<file path="config.mk">
export PLATFORM = sky130hd
export DESIGN_NAME = irq_ctrl
export DESIGN_NICKNAME = d
export VERILOG_FILES = /design/src/rtl/irq_ctrl.sv
export SDC_FILE = /design/constraint.sdc
export NUM_CORES = 1
export LEC_CHECK = 0
export ABC_CLOCK_PERIOD_IN_PS = 3070
export CAP_MARGIN = 10
export CORE_ASPECT_RATIO = 0.6
export CORE_MARGIN = 1.5
export CORE_UTILIZATION = 40
export DETAILED_ROUTE_END_ITERATION = 7
export GPL_ROUTABILITY_DRIVEN = 0
export HOLD_SLACK_MARGIN = 0.05
export PLACE_DENSITY_LB_ADDON = 0.12
export SLEW_MARGIN = 20
export SYNTH_ARGS = -nofsm -noshare
export SYNTH_HDL_FRONTEND = slang
export SYNTH_SLANG_ARGS = --single-unit
export TNS_END_PERCENT = 20
</file>
<file path="constraint.sdc">
create_clock -name clk -period 3.07 [get_ports clk]
set_input_delay 0.4605 -clock clk [delete_from_list [all_inputs] [get_ports clk]]
set_output_delay 0.4605 -clock clk [all_outputs]
set_load 0.05 [all_outputs]
</file>
<file path="src/rtl/irq_ctrl.sv">
// irq_ctrl: small interrupt controller with pending/mask registers and a
// three-state request/service handshake toward the CPU.
// Build option: define IRQ_LEVEL_EN for level-sensitive pending bits
// (PEND follows irq_in registered; W1C and ack-clear have no effect).
// Default build latches rising edges of irq_in into PEND.
module irq_ctrl #(
  parameter int unsigned N_IRQ = 6
) (
  input  logic              clk,
  input  logic              rst,
  input  logic              we,
  input  logic [1:0]        addr,
  input  logic [31:0]       din,
  input  logic [N_IRQ-1:0]  irq_in,
  input  logic              int_ack,
  input  logic              eret,
  output logic              int_req,
  output logic [2:0]        int_id,
  output logic [31:0]       dout
);

  typedef enum logic [1:0] {IDLE, REQ, SERVICE} state_t;

  state_t           state, state_nx;
  logic [2:0]       id_nx;
  logic [2:0]       low_id;
  logic [N_IRQ-1:0] pend;
  logic [N_IRQ-1:0] mask;
  logic [N_IRQ-1:0] active;
  logic [7:0]       active8;
  logic             unused_din_hi;

  assign active        = pend & mask;
  assign active8       = 8'(active);
  assign unused_din_hi = ^din[31:N_IRQ];

  // Lowest set index of the enabled pending bits (descending scan, last hit wins)
  always_comb begin
    low_id = '0;
    for (int unsigned i = N_IRQ; i > 0; i--) begin
      if (active[i-1]) low_id = 3'(i - 1);
    end
  end

`ifdef IRQ_LEVEL_EN
  // Level mode: pending bits are a registered copy of the interrupt lines
  always_ff @(posedge clk or negedge rst) begin
    if (!rst) pend <= '0;
    else      pend <= irq_in;
  end
`else
  logic [N_IRQ-1:0] irq_prev;
  logic [N_IRQ-1:0] w1c;
  logic [N_IRQ-1:0] ack_clr;

  assign w1c = (we && addr == 2'd0) ? din[N_IRQ-1:0] : '0;

  // One-hot clear of the presented line when the CPU accepts it
  always_comb begin
    ack_clr = '0;
    for (int unsigned i = 0; i < N_IRQ; i++) begin
      ack_clr[i] = (state == REQ) && int_ack && (int_id == 3'(i));
    end
  end

  // Edge mode: clears applied first so a same-cycle rising edge wins
  always_ff @(posedge clk or negedge rst) begin
    if (!rst) begin
      irq_prev <= '0;
      pend     <= '0;
    end else begin
      irq_prev <= irq_in;
      pend     <= (pend & ~(w1c | ack_clr)) | (irq_in & ~irq_prev);
    end
  end
`endif

  // Mask register write; din bits above the line count are dropped
  always_ff @(posedge clk or negedge rst) begin
    if (!rst)                         mask <= '0;
    else if (we && addr == 2'd1)      mask <= din[N_IRQ-1:0];
  end

  // FSM state and presented-id registers
  always_ff @(posedge clk or negedge rst) begin
    if (!rst) begin
      state  <= IDLE;
      int_id <= '0;
    end else begin
      state  <= state_nx;
      int_id <= id_nx;
    end
  end

  // Next-state logic; int_id only changes when entering REQ
  always_comb begin
    state_nx = state;
    id_nx    = int_id;
    case (state)
      IDLE: begin
        if (|active) begin
          state_nx = REQ;
          id_nx    = low_id;
        end
      end
      REQ: begin
        if (int_ack)                state_nx = SERVICE;
        else if (!active8[int_id])  state_nx = IDLE;
      end
      SERVICE: begin
        if (eret) state_nx = IDLE;
      end
      default: state_nx = IDLE;
    endcase
  end

  assign int_req = (state == REQ);

  // Register read mux
  always_comb begin
    dout = '0;
    case (addr)
      2'd0:    dout = 32'(pend);
      2'd1:    dout = 32'(mask);
      2'd2:    dout = {28'b0, (state == SERVICE), int_id};
      default: dout = '0;
    endcase
  end

endmodule

</file>
==> run_results.csv <==
group,metric,value,unit
outcome,outcome,"completed",
cells_and_area,drive_gt1_share,13.77,%
die,die_h,47.67,um
place,port-buffer-count,28,
cts,cts-root-buf,"clkbuf_8",
cells_and_area,multiInputGateArea,605.6,um^2
grt,grt_max_degree,24,
cts,htreeDepth,1,
yosys,ys_warn_count,0,
cts,cts_repair_resize_count,0,
yosys,synth_mux_area_share,12.14,%
worst_setup_path,cp_slowest_cell,"clkdlybuf4s50_1",
grt,grt_pass1_wl,4767,um
die,boundaryPins,81,
timing,setup_viol,0,
timing,rsz0062_at_grt,"no",
cells_and_area,fillers,280,
yosys,synthAdderAreaFrac,0,%
cells_and_area,fin_nets,213,
die,start_util,44.02,%
timing,finalSetupTns,0,ps
cts,cts_sinks,23,
timing,post-route-min-period,2527,ps
route,wire_per_inst,13.69,um
timing,fin_skew,7.211,ps
cts,numCtsBuffers,3,
yosys,synthSimpleGateAreaFrac,13.36,%
cts,clk_path_buf_depth,2,
timing,finalHoldViolCount,0,
worst_setup_path,crit_path_max_incr_delay,810,ps
cts,clkTransAtPathRegs,90,ps
yosys,synth_area,1330,um^2
die,die_width,77.45,um
yosys,seq_area_frac_synth,43.27,%
worst_setup_path,crit_chain,"clkdlybuf4s50_1 -> nor2_1 -> clkdlybuf4s50_1",
cells_and_area,fin_area,1623,um^2
route,vias_per_cell,5.010,
route,vias,1047,
power_and_ir_drop,power_density,814.8,nW/um^2
route,drc_errors,0,
cts,insertion_delay,270,ps
cts,cts_setup_buffers,0,
timing,worst_pin_slew,506.3,ps
die,rows,15,
cells_and_area,seq_area,575.6,um^2
timing,max_freq,395.7,MHz
min_path,hold_class,"reg2reg",
worst_setup_path,crit_fanout,9,
die,core_area,3022,um^2
timing,final-max-slew-violation-count,0,
worst_setup_path,cp-start-kind,"primary input",
grt,antenna_found_initial,0,
worst_setup_path,cp-end-kind,"output port",
timing,fin_crit_sh,82.32,%
power_and_ir_drop,max-vdd-ir-drop,300.7,uV
grt,grt_pass1_vias,964,
cts,cts_tree,"done",
route,drt-initial-drc-count,32,
route,ant_nets,0,
yosys,synth_xor_area_share,0,%
worst_setup_path,crit_top_cell,"clkdlybuf4s50_1",
yosys,yosysUniqueCellTypes,33,
yosys,synth_compound_area_share,12.70,%
yosys,synth_seq_cells,23,
place,postPlaceCellArea,1577,um^2
yosys,synthCells,135,
yosys,synth.avg_cell_area,9.852,um^2
timing,maxSlewHeadroom,66.14,%
cts,holdBufCountCts,0,
flow_run,cap_violations,0,
power_and_ir_drop,p_leak,0.7505,nW
grt,track_usage,17.38,%
worst_setup_path,critPathArrivalTime,2070,ps
power_and_ir_drop,total_power,1.322,mW
route,wirelength,2861,um
die,dieArea,3691,um^2
worst_setup_path,crit_type,"in2out",
grt,grt-ovfl-total,0,
route,dr.pass1.iters,7,
worst_setup_path,path_delay_family,"buffers and inverters",
place,hpwl,2233,um
yosys,synth_top_family_by_area,"buffers and inverters",
worst_setup_path,critical_path_required,2610,ps
worst_setup_path,path_buf_inv,2,
cells_and_area,areaGrowthSynthToFinish,22.01,%
cells_and_area,diodes,0,
[placed cells by master, fill, tap and decap left out, drive strengths merged, types with 2 or more instances in the layout]
master and instances:
buf 7, nor2 3, inv 10, mux2i 6, o22ai 3, a32o 3
o21ai 7, nand2 19, a22o 3, nor2b 2, or4 2, mux2 7
clkdlybuf4s50 24, nor4 2, dfrtp 23, a21oi 2, nand3 2, conb 26
clkbuf 3
[logic make-up (layout without fill, tap and decap cells)]
logic type             after synthesis  after routing
buffers and inverters               38             45
AOI/OAI and AO/OA                   24             24
muxes                               14             14
other                                1             26
DFF                                 23             23
and+or+nand+nor                     35             35
[synth_stat cells]
cell | count | area, um^2
buf_4 | 26 | 195.2
dfrtp_1 | 23 | 575.6
nand2_1 | 18 | 67.56
inv_1 | 9 | 33.78
mux2_2 | 7 | 78.83
o21ai_0 | 7 | 35.03
mux2i_1 | 6 | 60.06
a22o_1 | 3 | 26.28
a32o_1 | 3 | 30.03
nor2_1 | 3 | 11.26
o22ai_1 | 3 | 18.77
a21oi_1 | 2 | 10.01
buf_2 | 2 | 10.01
nand3_1 | 2 | 10.01
nor4_1 | 2 | 12.51
or4_1 | 2 | 15.01
a211o_1 | 1 | 8.760
a21boi_0 | 1 | 7.510
a22oi_1 | 1 | 7.510
a31o_1 | 1 | 8.760
conb_1 | 1 | 3.750
inv_2 | 1 | 3.750
mux4_2 | 1 | 22.52
nand2_2 | 1 | 6.260
nand2b_1 | 1 | 6.260
nand3b_1 | 1 | 7.510
nand4_1 | 1 | 6.260
nor2b_1 | 1 | 6.260
nor2b_4 | 1 | 13.76
nor3b_1 | 1 | 7.510
o21a_1 | 1 | 7.510
o311ai_0 | 1 | 8.760
or3_2 | 1 | 7.510
[area by class of cell]
class	count	area share, %
Clock inverter	1	0.3084
Inverter	10	2.313
Timing Repair Buffer	31	18.81
Multi-Input combinational cell	99	37.32
Tap cell	42	3.238
Clock buffer	3	2.544
Sequential cell	23	35.47
[metrics by stage]
step	instances	worst slack [ps]	hold WS, ps	utilization [%]
2_1_floorplan	160	542.8	164.9	-
3_3_place_gp	205	550.6	403.0	52.17
3_5_place_dp	205	533.4	422.5	52.17
4_1_cts	209	528.7	434.9	53.71
5_1_grt	209	487.1	441.9	53.71
6_report	209	542.7	433.5	53.71
[state kept, by name, summed over array words and instances, names as in the netlist]
name      cells
irq_prev      6
state         2
int_id        3
pend          6
mask          6
[worst paths after layout]
path                                         endpoint  cells after the start                   from  slack, ps
worst max-delay path                          dout[4]                      3                addr[1]        540
worst min-delay path                pend[2]$_DFF_PN0_                      1  irq_prev[2]$_DFF_PN0_        430
worst max register to register      pend[5]$_DFF_PN0_                      4   state[1]$_DFFE_PN0P_       1520
worst min register to register      pend[2]$_DFF_PN0_                      1  irq_prev[2]$_DFF_PN0_        430
max in group asynchronous         mask[4]$_DFFE_PN0P_                      2                    rst       2290
min in group asynchronous       irq_prev[3]$_DFF_PN0_                      2                    rst        540
[report_power, final]
| group | switching (mW) | total [mW] | internal [mW] | leakage (nW) |
|---|---|---|---|---|
| Clock | 0.0985 | 0.189 | 0.0907 | 0.0255 |
| Sequential | 0.105 | 0.482 | 0.377 | 0.263 |
| Combinational | 0.406 | 0.651 | 0.245 | 0.462 |
| Total | 0.609 | 1.32 | 0.713 | 0.751 |
[layer usage]
metal	global-route usage [%]	vias up	part of all wire, %
li1	-	485	-
met4	2.182	0	0.73
met5	0	-	0
met2	28.60	53	43
met1	23.85	503	48
met3	5.333	6	8.2
Note: power is estimated with default switching activity, not from simulation.
